`src/rtl/prga_pkg.sv`:
```
// Shared definitions for the RC4 pseudo-random generation (decrypt) block.
// Latency: n/a (types and constants only).
// Backpressure: n/a.
package prga_pkg;

    localparam int BYTE_W    = 8;
    localparam int MEM_DEPTH = 256;

    typedef enum logic [3:0] {
        IDLE,
        RD_LEN,
        WR_LEN,
        RD_SI,
        RD_SJ,
        WR_SI,
        WR_SJ,
        RD_PAD,
        WR_PT
    } state_t;

endpackage

```
`src/rtl/prga.sv`:
```
// RC4 keystream generator: decrypts a length-prefixed ciphertext using a pre-permuted S memory.
// Latency: 2 + 6*L cycles from the accepting edge to rdy reasserting (L = ct[0]).
// Backpressure: none; en is only accepted while rdy=1 and ignored while busy.
//
// Ports:
//   clk, rst                      clock, synchronous active-high reset
//   en / rdy                      start request / idle indication
//   s_addr, s_rddata, s_wrdata, s_wren   S memory (sync read, 1-cycle latency)
//   ct_addr, ct_rddata            ciphertext memory (sync read, 1-cycle latency)
//   pt_addr, pt_wrdata, pt_wren   plaintext memory write port
module prga
    import prga_pkg::*;
(
    input  logic              clk,
    input  logic              rst,
    input  logic              en,
    output logic              rdy,
    output logic [BYTE_W-1:0] s_addr,
    input  logic [BYTE_W-1:0] s_rddata,
    output logic [BYTE_W-1:0] s_wrdata,
    output logic              s_wren,
    output logic [BYTE_W-1:0] ct_addr,
    input  logic [BYTE_W-1:0] ct_rddata,
    output logic [BYTE_W-1:0] pt_addr,
    output logic [BYTE_W-1:0] pt_wrdata,
    output logic              pt_wren
);

    state_t            state;
    state_t            next_state;
    logic [BYTE_W-1:0] i;
    logic [BYTE_W-1:0] j;
    logic [BYTE_W-1:0] k;
    logic [BYTE_W-1:0] len;
    logic [BYTE_W-1:0] si;
    logic [BYTE_W-1:0] sj;

    // 8-bit sums wrap mod 256 by construction.
    logic [BYTE_W-1:0] j_sum;
    logic [BYTE_W-1:0] pad_addr;
    assign j_sum    = j + s_rddata;
    assign pad_addr = si + sj;

    always_ff @(posedge clk) begin
        if (rst) begin
            state <= IDLE;
            i     <= '0;
            j     <= '0;
            k     <= '0;
            len   <= '0;
            si    <= '0;
            sj    <= '0;
        end else begin
            state <= next_state;
            case (state)
                IDLE: begin
                    if (en) begin
                        i <= '0;
                        j <= '0;
                        k <= '0;
                    end
                end
                WR_LEN: begin
                    len <= ct_rddata;
                    if (ct_rddata != '0) begin
                        k <= 8'd1;
                        i <= 8'd1;
                    end
                end
                RD_SJ: begin
                    si <= s_rddata;
                    j  <= j_sum;
                end
                WR_SI: sj <= s_rddata;
                WR_PT: begin
                    if (k != len) begin
                        k <= k + 8'd1;
                        i <= i + 8'd1;
                    end
                end
                default: ;
            endcase
        end
    end

    always_comb begin
        next_state = state;
        rdy        = 1'b0;
        s_addr     = '0;
        s_wrdata   = '0;
        s_wren     = 1'b0;
        ct_addr    = '0;
        pt_addr    = '0;
        pt_wrdata  = '0;
        pt_wren    = 1'b0;

        case (state)
            IDLE: begin
                rdy = 1'b1;
                if (en) next_state = RD_LEN;
            end
            RD_LEN: next_state = WR_LEN;
            WR_LEN: begin
                pt_wrdata  = ct_rddata;
                pt_wren    = 1'b1;
                next_state = (ct_rddata == '0) ? IDLE : RD_SI;
            end
            RD_SI: begin
                ct_addr    = k;
                s_addr     = i;
                next_state = RD_SJ;
            end
            RD_SJ: begin
                ct_addr    = k;
                s_addr     = j_sum;
                next_state = WR_SI;
            end
            WR_SI: begin
                // s_rddata here is S[j]; it goes into slot i (first half of the swap).
                ct_addr    = k;
                s_addr     = i;
                s_wrdata   = s_rddata;
                s_wren     = 1'b1;
                next_state = WR_SJ;
            end
            WR_SJ: begin
                ct_addr    = k;
                s_addr     = j;
                s_wrdata   = si;
                s_wren     = 1'b1;
                next_state = RD_PAD;
            end
            RD_PAD: begin
                ct_addr    = k;
                s_addr     = pad_addr;
                next_state = WR_PT;
            end
            WR_PT: begin
                // ct_addr has held k since RD_SI, so ct_rddata is ct[k] by now.
                ct_addr    = k;
                pt_addr    = k;
                pt_wrdata  = s_rddata ^ ct_rddata;
                pt_wren    = 1'b1;
                next_state = (k == len) ? IDLE : RD_SI;
            end
            default: next_state = IDLE;
        endcase

        // Reset wins combinationally too, so no stray write escapes in the reset cycle.
        if (rst) begin
            next_state = IDLE;
            rdy        = 1'b1;
            s_addr     = '0;
            s_wrdata   = '0;
            s_wren     = 1'b0;
            ct_addr    = '0;
            pt_addr    = '0;
            pt_wrdata  = '0;
            pt_wren    = 1'b0;
        end
    end

endmodule

```
`config.mk`:
```
export PLATFORM = sky130hd
export DESIGN_NAME = prga
export DESIGN_NICKNAME = d
export VERILOG_FILES = /design/src/rtl/prga_pkg.sv /design/src/rtl/prga.sv
export SDC_FILE = /design/constraint.sdc
export NUM_CORES = 1
export LEC_CHECK = 0
export ABC_CLOCK_PERIOD_IN_PS = 2450
export BUFFER_PORTS_ARGS = -buffer_cell sky130_fd_sc_hd__buf_2
export CORE_AREA = 2 2 83 85
export DETAILED_ROUTE_END_ITERATION = 8
export DIE_AREA = 0 0 85 87
export PLACE_DENSITY = 0.77
export SYNTH_ARGS = -nofsm -noshare
export SYNTH_HDL_FRONTEND = slang
export SYNTH_SLANG_ARGS = --single-unit
```
`constraint.sdc`:
```
create_clock -name clk -period 2.45 [get_ports clk]
set_clock_uncertainty 0.1 [all_clocks]
set_input_delay 0.1225 -clock clk [delete_from_list [all_inputs] [get_ports clk]]
set_output_delay 0.1225 -clock clk [all_outputs]
set_load 0.02 [all_outputs]
```
# Word level (Yosys, flattened, before mapping)
# Cells that the tools add are included.
# op_classes
add_sub_neg	4
eq_ne	13
n_mux	27
bitwise	1
reduce_logical	11
# op_table
cell	n
$mux W8	11
$pmux W8 S2	3
$pmux W8 S3	2
$pmux W4 S9	1
$pmux W8 S4	1
$add A8 B1 Y8 const B	2
$add A8 B8 Y8	2
$eq A4 B3 Y1 const B	4
$eq A4 B2 Y1 const B	2
$eq A8 B8 Y1	1
$logic_not A8 Y1	1
$ne A8 B8 Y1	1
$reduce_bool A8 Y1	1
$xor A8 B8 Y8	1
$mux W1	6
$ne A2 B2 Y1 const B	3
$reduce_or A2 Y1	3
$reduce_or A6 Y1	1
$eq A4 B1 Y1 const B	1
$eq A4 B4 Y1 const B	1
$logic_not A4 Y1	1
$mux W2	2
$mux W4	1
$reduce_and A4 Y1	1
other kinds (3)	3
# totals
ff_bits	52
in_bits	19
output_inout_bits	43

# Longest topological paths before layout
# Gate-level depths: netlist of run 1.
# depth
depth_word	4
depth_mapped	9
ltp_nobuf	9

# Worst setup path before layout of run 1
# No wires, ideal clock.
# synth_path
kind	reg-to-output
startpoint	register j[0]
endpoint	output port s_addr[6]
arrival_ns	2.002
path_slack_ns	0.226
path_stages_with_launch	9
path_buffers	0
path_cell_list	dfxtp_1 ha_1 fa_1 a211oi_1 o21bai_1 a21oi_1 xnor2_1 nand2_1 a31oi_1
# synth_between
elab_chain_cells	3
# synth_lines
item	line	text
start, declared	prga.sv:32	logic [BYTE_W-1:0] j;
start signal, assigned	prga.sv:72	j <= j_sum;
$add A8 B8 Y8	prga.sv:41	assign j_sum = j + s_rddata;
$pmux W8 S4	prga.sv:97	case (state)
$mux W8	prga.sv:150	if (rst) begin
end, declared	prga.sv:18	output logic [BYTE_W-1:0] s_addr,
# Every way passes these cells.

# Worst setup path in the final report of run 1
# layout_path
startpoint	register si[0]
endpoint	output port s_addr[6]
# layout_between
elab_chain_cells	3
# layout_lines
item	line	text
start, declared	prga.sv:35	logic [BYTE_W-1:0] si;
start signal, assigned	prga.sv:71	si <= s_rddata;
$add A8 B8 Y8	prga.sv:42	assign pad_addr = si + sj;
$pmux W8 S4	prga.sv:97	
$mux W8	prga.sv:150	
# Every way passes these cells.

==> run metrics, run 1 <==
number of flops mapped to enable cells by yosys 0; final antenna diode count 0; Syn Area/Cell 7.361 sq um; IO Port Bufs 61; Pint 1.312 mW; Fmax achieved 0.4032 GHz; Min-Delay Path Class input port to flip-flop; RSZ-0062 raised after global routing yes; Crit. End Element output pin; PnR worst setup slack -0.03023 ns; Cell Count Post-Placement 598; hold slack 0.01392 ns; synthesis-to-finish area growth 20.65%; vias in the first global route 3328; gr ovfl total 0; largest family of logic cells by synthesized area simple AND/OR/NAND/NOR gates; via count 3608; worst-path fanout max 3; first-pass GRT wire length 15850 um; share of post-route cells with drive strength above 1 23.09%; fin crit share 101.2%; CTS max path bufs 2; failing checks negative setup slack; initial DRC count 279; placed instance area 3832 sq um; FFs w/ async S/R, synth 0%; CORE AREA 6569 sq um; Yosys Warn Count 0; CTS root buf clkbuf_8; io pins 62; Site Rows 30; Synth top area share 30.09%; Synth Net Count 507; Avg Vias per Cell 5.848; DIE AREA 7395 sq um; Setup crit start kind flip-flop; Initial DRT Pass Iterations 5; routed len/inst 15.87 um; Setup Slack @ Placement 0.1451 ns; critical path data arrival time 2.26 ns; most common cell in the netlist nand2_1; Final setup viols 1; CTS tree done; largest net degree at the start of global routing 54; Clock Power Share 33.3%; nets 573; Post-Synth Adder-Cell Area 6.944%; total track usage 26.86%; routed wire length 9793 um; Most used DFF post-synth dfxtp_1; power per cell area 448.4 nW/um^2; switching power 559.8 uW; worst-margin pin slew 0.5223 ns; Comb power frac 18.7%; simple-gate share of the synthesized area 27.09%; fin. max-slew vios 0; CTS Sinks 52; switching share of total power 29.91%; Initial Util 52.67%; Detail Placement HPWL 6931 um; mux contribution to synthesized area 1.772%; Yosys reg bits 52; H-tree depth 2; post-route ant nets 0; VDD IR max 293.4 uV; Leak 1.622 nW; Synth Area in Compound Gates 21.84%; top cells by count, synth nand2_1 (94), a21oi_1 (66), dfxtp_1 (52), nor2_1 (50), xnor2_1 (26); Remaining DRCs 0; GP Congestion 0.8624; cell count after synthesis 470; CTS buffer count 5; Rel. slew slack 65.18%; Layout Cells excl Fill 617; Pwr Total 1.872 mW; # fillers 581; worst-skew pair later-pin latency 0.31 ns; post-synthesis xor/xnor area fraction 7.848%; Clock Pin Slew Worst Setup and Hold Paths 0.10 ns; Max-cap violations 0; area of all placed cells without fillers 4174 sq um; largest cells by area after synthesis dfxtp_1 (30%), nand2_1 (10%), a21oi_1 (9.5%), xnor2_1 (6.6%), ha_1 (5.8%); Req. time, crit path 2.23 ns; critical path class flip-flop to output pin; Die Span Y 87 um; Seq/Total Area, Yosys 30.09%; initial antenna violation count 0; register share of total power 48.0%; area leader, netlist dfxtp_1; Die Span X 85 um; Synth cell types 50; minimum clock period 2.480 ns; final hold viol count 0; Cell Area, Synth 3460 sq um; status finished, violations left
-- power by group through the flow --
| stage | Sequential (mW) | Clock [mW] | Combinational, mW |
|---|---|---|---|
| 6_report | 0.899 | 0.622 | 0.350 |
| 5_1_grt | 0.903 | 0.664 | 0.383 |
| 4_1_cts | 0.897 | 0.631 | 0.339 |
| 3_5_place_dp | 0.916 | 0 | 0.322 |
| 3_3_place_gp | 0.915 | 0 | 0.316 |
| 2_1_floorplan | 0.897 | 0 | 0.256 |
-- area by class of cell --
cell class	count	area, sq um	share of cell area (%)
Clock inverter	3	46.29	1.109
Timing Repair Buffer	85	515.5	12.35
Inverter	6	22.52	0.5396
Clock buffer	5	68.82	1.649
Sequential cell	52	1054	25.24
Tap cell	80	100.1	2.398
Multi-Input combinational cell	386	2367	56.71
-- critical path, stage by stage (launching register included) --
cell and delay [ns]:
dfxtp_2 0.37, ha_4 0.16, inv_2 0.04, fa_2 0.34
nand2b_4 0.16, a21oi_4 0.12, o21a_1 0.15, nor3_1 0.04
nand3b_1 0.20, a31oi_1 0.19, buf_4 0.17
-- layer usage --
| layer | part of all wire [%] | vias to the layer above | track usage, % |
|---|---|---|---|
| li1 | - | 1758 | - |
| met1 | 42 | 1672 | 33.76 |
| met2 | 49 | 153 | 46.24 |
| met3 | 6.3 | 25 | 4.455 |
| met4 | 2.7 | 0 | 10.10 |
| met5 | 0 | - | 0 |
-- cells in the final DEF (no fill, tap or decap), types with 3 or more instances in the layout --
cell type,netlist,layout
a21o_1,3,3
a21oi_2,0,3
a31oi_1,7,7
ha_1,16,13
buf_2,2,58
o21bai_1,4,4
a22oi_1,7,7
mux2i_1,5,5
clkbuf_8,0,5
inv_1,6,5
buf_4,0,18
nor2_1,50,49
dfxtp_1,52,42
and2_1,16,16
dfxtp_2,0,10
nand4_1,6,6
nand2_1,94,94
xor2_1,5,5
nand3_1,8,8
a21oi_1,66,62
nand2b_1,5,3
or3_1,3,3
a211oi_2,0,3
nor3_1,8,7
o21ai_0,20,18
xnor2_1,26,26
o21ai_1,1,3
dlygate4sd3_1,0,9
-- state kept, by name (all words and copies together), names as in the netlist --
name   flops
i          8
si         8
j          8
state      4
sj         8
len        8
k          8
-- metrics by stage --
| step | utilization [%] | setup TNS [ns] |
|---|---|---|
| after global routing | 63.54 | -0.1578 |
| after floorplan | - | 0 |
| after global placement | 58.34 | 0 |
| after CTS | 62.50 | -0.01098 |
| after detailed placement | 58.34 | 0 |
| final | 63.54 | -0.03023 |
-- final timing paths --
kind | from | to | slack (ns) | cells past startpoint
hold / removal | s_rddata[3] | si[3]$_SDFFE_PP0P_ | 0.01 | 3
setup / recovery | si[0]$_SDFFE_PP0P_ | s_addr[6] | -0.03 | 10
hold reg to reg | sj[6]$_SDFFE_PP0N_ | sj[6]$_SDFFE_PP0N_ | 0.37 | 2
setup reg to reg | state[1]$_SDFFE_PP0N_ | k[6]$_SDFFE_PP0P_ | 0.40 | 7
-- cell families after synthesis --
group / after synthesis
compound gates: 127
xor+xnor: 31
fa+ha+maj: 18
buf+inv: 32
flops: 52
mux: 6
simple gates: 204
-- what timing repair did --
action,4_1_cts,5_1_grt
gates resized for setup,15,22
buffers inserted,1,1
gates cloned,0,0
hold buffers,9,0
hold endpoints to repair,9,0
pin swaps,5,5
endpoints found under the setup margin,7,26
(Power assumes the default switching activity.)
==> run 2: changes to the inputs <==
BUFFER_PORTS_ARGS = not set   (was -buffer_cell sky130_fd_sc_hd__buf_2)
DONT_BUFFER_PORTS = 1   (was not set)
PLACE_DENSITY = 0.69   (was 0.77)
==> run metrics, run 2 (synthesis gave the netlist of run 1 again) <==
Detail Placement HPWL 6776 um; Die Span Y 87 um; CTS tree done; power per cell area 462.4 nW/um^2; fin crit share 101.1%; Crit path largest cell delay 0.42 ns; Min-Delay Path Class input port to flip-flop; largest net degree at the start of global routing 39; family with the most delay on the worst path compound AO/OA/AOI/OAI gates; first-pass GRT wire length 16300 um; critical path data arrival time 2.25 ns; status finished, violations left; gr ovfl total 0; critical path startpoint j[0]$_SDFFE_PP0P_; RSZ-0062 raised after global routing yes; routed wire length 10010 um; worst-margin pin slew 0.4749 ns; via count 3481; DIE AREA 7395 sq um; CORE AREA 6569 sq um; fin. max-slew vios 0; Max-cap violations 0; reg2reg start state[3]$_SDFFE_PP0N_; Site Rows 30; hold slack 0.01257 ns; IO Port Bufs 0; Rel. slew slack 68.34%; initial DRC count 256; Clock Pin Slew Worst Setup and Hold Paths 0.10 ns; Slowest cell on crit path fa_2; buffer and inverter count on the worst path 1; total track usage 27.88%; # fillers 570; Avg Vias per Cell 5.950; Remaining DRCs 0; crit path cell chain ha_4 -> fa_2 -> a211oi_2 -> o21bai_1 -> a21oi_1 -> xnor2_1 -> nand2_1 -> a31oi_1 -> buf_4; Fmax achieved 0.4037 GHz; io pins 62; Req. time, crit path 2.23 ns; GP Congestion 0.8403; worst-path fanout max 3; initial antenna violation count 0; Setup crit start kind flip-flop; Leak 1.472 nW; critical path class flip-flop to output pin; CTS root buf clkbuf_8; CTS Sinks 52; Initial DRT Pass Iterations 5; Pwr Total 1.925 mW; hold_sp en; Die Span X 85 um; VDD IR max 297.4 uV; PnR worst setup slack -0.02724 ns; routed len/inst 17.12 um; commonest non-fill, non-tap cell in the layout nand2_1; Initial Util 52.67%; Final setup viols 1; H-tree depth 2; Crit. End Element output pin; final hold viol count 0; nets 541; worst-skew pair later-pin latency 0.32 ns; CTS max path bufs 2; highest-count cells in the layout ignoring fill and taps nand2_1 (93), a21oi_1 (64), nor2_1 (50), dfxtp_1 (44), buf_4 (31); share of post-route cells with drive strength above 1 15.48%; post-route ant nets 0; synthesis-to-finish area growth 20.33%; failing checks negative setup slack; CTS buffer count 5; minimum clock period 2.477 ns; vias in the first global route 3259
-- run 2: final cells by class --
type	count	area, sq um	share of cell area (%)
antenna	1	2.502	0.06011
clock buffer	5	68.82	1.653
clock inverter	2	60.06	1.443
inverter	6	22.52	0.5410
multi-input combinational	386	2392	57.47
sequential	52	1054	25.31
tap	80	100.1	2.405
timing repair buffer	53	462.9	11.12
-- run 2: routing by layer --
layer  global-route usage (%)  vias up  part of all wire (%)
li1                         -     1683                     -
met1                    31.90     1646                    41
met2                    48.44      118                    49
met3                    6.256       34                   6.3
met4                    14.86        0                   4.1
met5                        0        -                     0
-- run 2: final timing paths --
path	slack, ns	cells past startpoint	end
worst max register to register	0.25	5	j[1]$_SDFFE_PP0P_
worst min register to register	0.37	2	sj[2]$_SDFFE_PP0N_
worst max-delay path	-0.03	9	s_addr[6]
worst min-delay path	0.01	3	j[2]$_SDFFE_PP0P_
-- run 2: worst register-to-register path: stages, from the launching register on --
cell           delay, ns
dfxtp_2             0.41
nand2b_1            0.26
or3_1               0.54
nand3_1             0.16
a21oi_1             0.07
dlygate4sd3_1       0.55
-- run 2: timing repair --
item                       4_1_cts  5_1_grt
hold endpoints to repair        39        0
setup endpoints to repair        4       30
buffers inserted                 1        0
resized for setup               16       19
pin swaps                        5        5
hold buffers                    22        0
-- run 2: stage by stage --
stage	setup slack (ns)	cell area (sq um)	std cells	util [%]	TNS, ns
2_1_floorplan	0.2256	3460	470	-	0
3_3_place_gp	0.2092	3655	554	55.64	0
3_5_place_dp	0.1569	3655	554	55.64	0
4_1_cts	-0.01443	4085	584	62.19	-0.02829
5_1_grt	-0.1157	4160	584	63.33	-0.2294
6_report	-0.02724	4163	585	63.37	-0.02724
-- run 2: report_power, final --
group	internal (mW)	switching, mW	total, mW
clock network	0.402	0.305	0.708
registers	0.864	0.0249	0.889
logic	0.135	0.193	0.327
==> run 3: changes to the inputs <==
==> constraint.sdc (replaced) <==
create_clock -name clk -period 2.45 [get_ports clk]
set_clock_uncertainty 0.1 [all_clocks]
set_input_delay 0.49 -clock clk [delete_from_list [all_inputs] [get_ports clk]]
set_output_delay 0.49 -clock clk [all_outputs]
set_load 0.02 [all_outputs]
==> run metrics, run 3 (synthesis gave the netlist of run 1 again) <==
io pins 62; worst-path fanout max 2; Crit. End Element output pin; Initial DRT Pass Iterations 8; Clock Power Share 33.4%; largest net degree at the start of global routing 64; synthesis-to-finish area growth 29.95%; CTS tree done; Site Rows 30; highest-count cells in the layout ignoring fill and taps nand2_1 (91), buf_4 (72), a21oi_1 (56), nor2_1 (44), dfxtp_1 (40); Avg Vias per Cell 5.877; via count 3626; Die Span Y 87 um; commonest non-fill, non-tap cell in the layout nand2_1; PnR worst setup slack -0.4029 ns; GP Congestion 0.9686; worst-margin pin slew 0.5607 ns; # fillers 554; routed wire length 10860 um; final antenna diode count 0; Max-cap violations 0; Die Span X 85 um; Req. time, crit path 1.86 ns; H-tree depth 2; Pint 1.323 mW; fin. max-slew vios 0; nets 573; Comb power frac 18.6%; Setup Slack @ Placement -0.1450 ns; CTS Sinks 52; final hold viol count 0; Min-Delay Path Class input port to flip-flop; Remaining DRCs 0; failing checks negative setup slack; hold_sp rst; critical path class flip-flop to output pin; RSZ-0062 raised after global routing yes; VDD IR max 387.3 uV; hold slack 0.1338 ns; CORE AREA 6569 sq um; Leak 1.647 nW; vias in the first global route 3222; routed len/inst 17.60 um; register share of total power 48.0%; CTS root buf clkbuf_8; Rel. slew slack 62.62%; minimum clock period 2.853 ns; power per cell area 414.7 nW/um^2; switching share of total power 29.05%; critical path data arrival time 2.26 ns; hold_buf cts 0; share of post-route cells with drive strength above 1 31.10%; fin crit share 116.4%; Setup crit start kind flip-flop; Clock Pin Slew Worst Setup and Hold Paths 0.10 ns; Fmax achieved 0.3505 GHz; reg2reg start j[0]$_SDFFE_PP0P_; post-route ant nets 0; critical path startpoint sj[0]$_SDFFE_PP0N_; first-pass GRT wire length 16140 um; IO Port Bufs 0; Detail Placement HPWL 7026 um; initial antenna violation count 0; Initial Util 52.67%; Final setup viols 8; DIE AREA 7395 sq um; total track usage 27.55%; CTS max path bufs 2; gr ovfl total 0; switching power 541.5 uW; worst-skew pair later-pin latency 0.32 ns; CTS buffer count 5; initial DRC count 319; status finished, violations left
==> run 3: cell count changes in the layout (fill, tap and decap cells not counted), moves of 6 or more <==
| cell | previous run | this run |
|---|---|---|
| buf_4 | 31 | 72 |
| dlygate4sd3_1 | 21 | 0 |
| buf_6 | 0 | 11 |
| a21oi_2 | 1 | 10 |
| a21oi_1 | 64 | 56 |
| and2_1 | 16 | 8 |
| and2_2 | 0 | 7 |
| nor2_1 | 50 | 44 |
| nor2_2 | 0 | 6 |
==> run 3: repair_timing <==
action / CTS / global route
pin swaps: 23 / 22
gates resized for setup: 41 / 39
hold endpoints to repair: 0 / 0
cloned: 0 / 2
endpoints found under the setup margin: 32 / 38
setup buffers: 26 / 10
==> run 3: power by group through the flow <==
stage	sequential, mW	clock [mW]	combinational (mW)
2_1_floorplan	0.897	0	0.260
3_3_place_gp	0.909	0	0.288
3_5_place_dp	0.911	0	0.290
4_1_cts	0.893	0.626	0.311
5_1_grt	0.898	0.668	0.375
6_report	0.894	0.623	0.347
==> run 3: metrics by stage <==
stage	TNS, ns	cell area (sq um)	utilization (%)	instances	power, mW
after floorplan	-0.1129	3540	-	470	1.158
after global placement	-0.3775	3915	59.60	578	1.197
after detailed placement	-0.5262	3915	59.60	578	1.200
after CTS	-1.541	4363	66.42	612	1.830
after global routing	-3.137	4496	68.44	617	1.941
final	-2.025	4496	68.44	617	1.864
==> run 3: metal layers <==
layer	GRT usage, %	vias to the layer above	wire length [um]
li1	-	1754	-
met1	34.44	1686	4406
met2	49.36	158	5584
met3	4.171	28	622
met4	7.504	0	247
met5	0	-	0
==> run 3: cell type report <==
type	count	area [sq um]	share of cell area, %
timing repair buffer	84	669.4	14.89
clock buffer	5	68.82	1.531
multi-input combinational	387	2522	56.11
clock inverter	3	46.29	1.030
sequential	52	1066	23.71
tap	80	100.1	2.227
inverter	6	22.52	0.5010
==> run 3: path summary, 6_finish.rpt <==
path	to	slack, ns	cells past startpoint
worst min register to register	sj[4]$_SDFFE_PP0N_	0.36	2
worst max-delay path	s_addr[6]	-0.40	9
worst max register to register	j[2]$_SDFFE_PP0P_	-0.31	16
worst min-delay path	len[6]$_SDFFE_PP0P_	0.13	1
==> run 3: critical path, cell delays in order, from the launching register on <==
cell      delay [ns]
dfxtp_2         0.37
ha_4            0.15
inv_2           0.04
fa_2            0.34
nand2b_4        0.15
a21oi_2         0.16
o21a_1          0.16
nor3_1          0.04
nand3b_1        0.26
a31oi_4         0.27
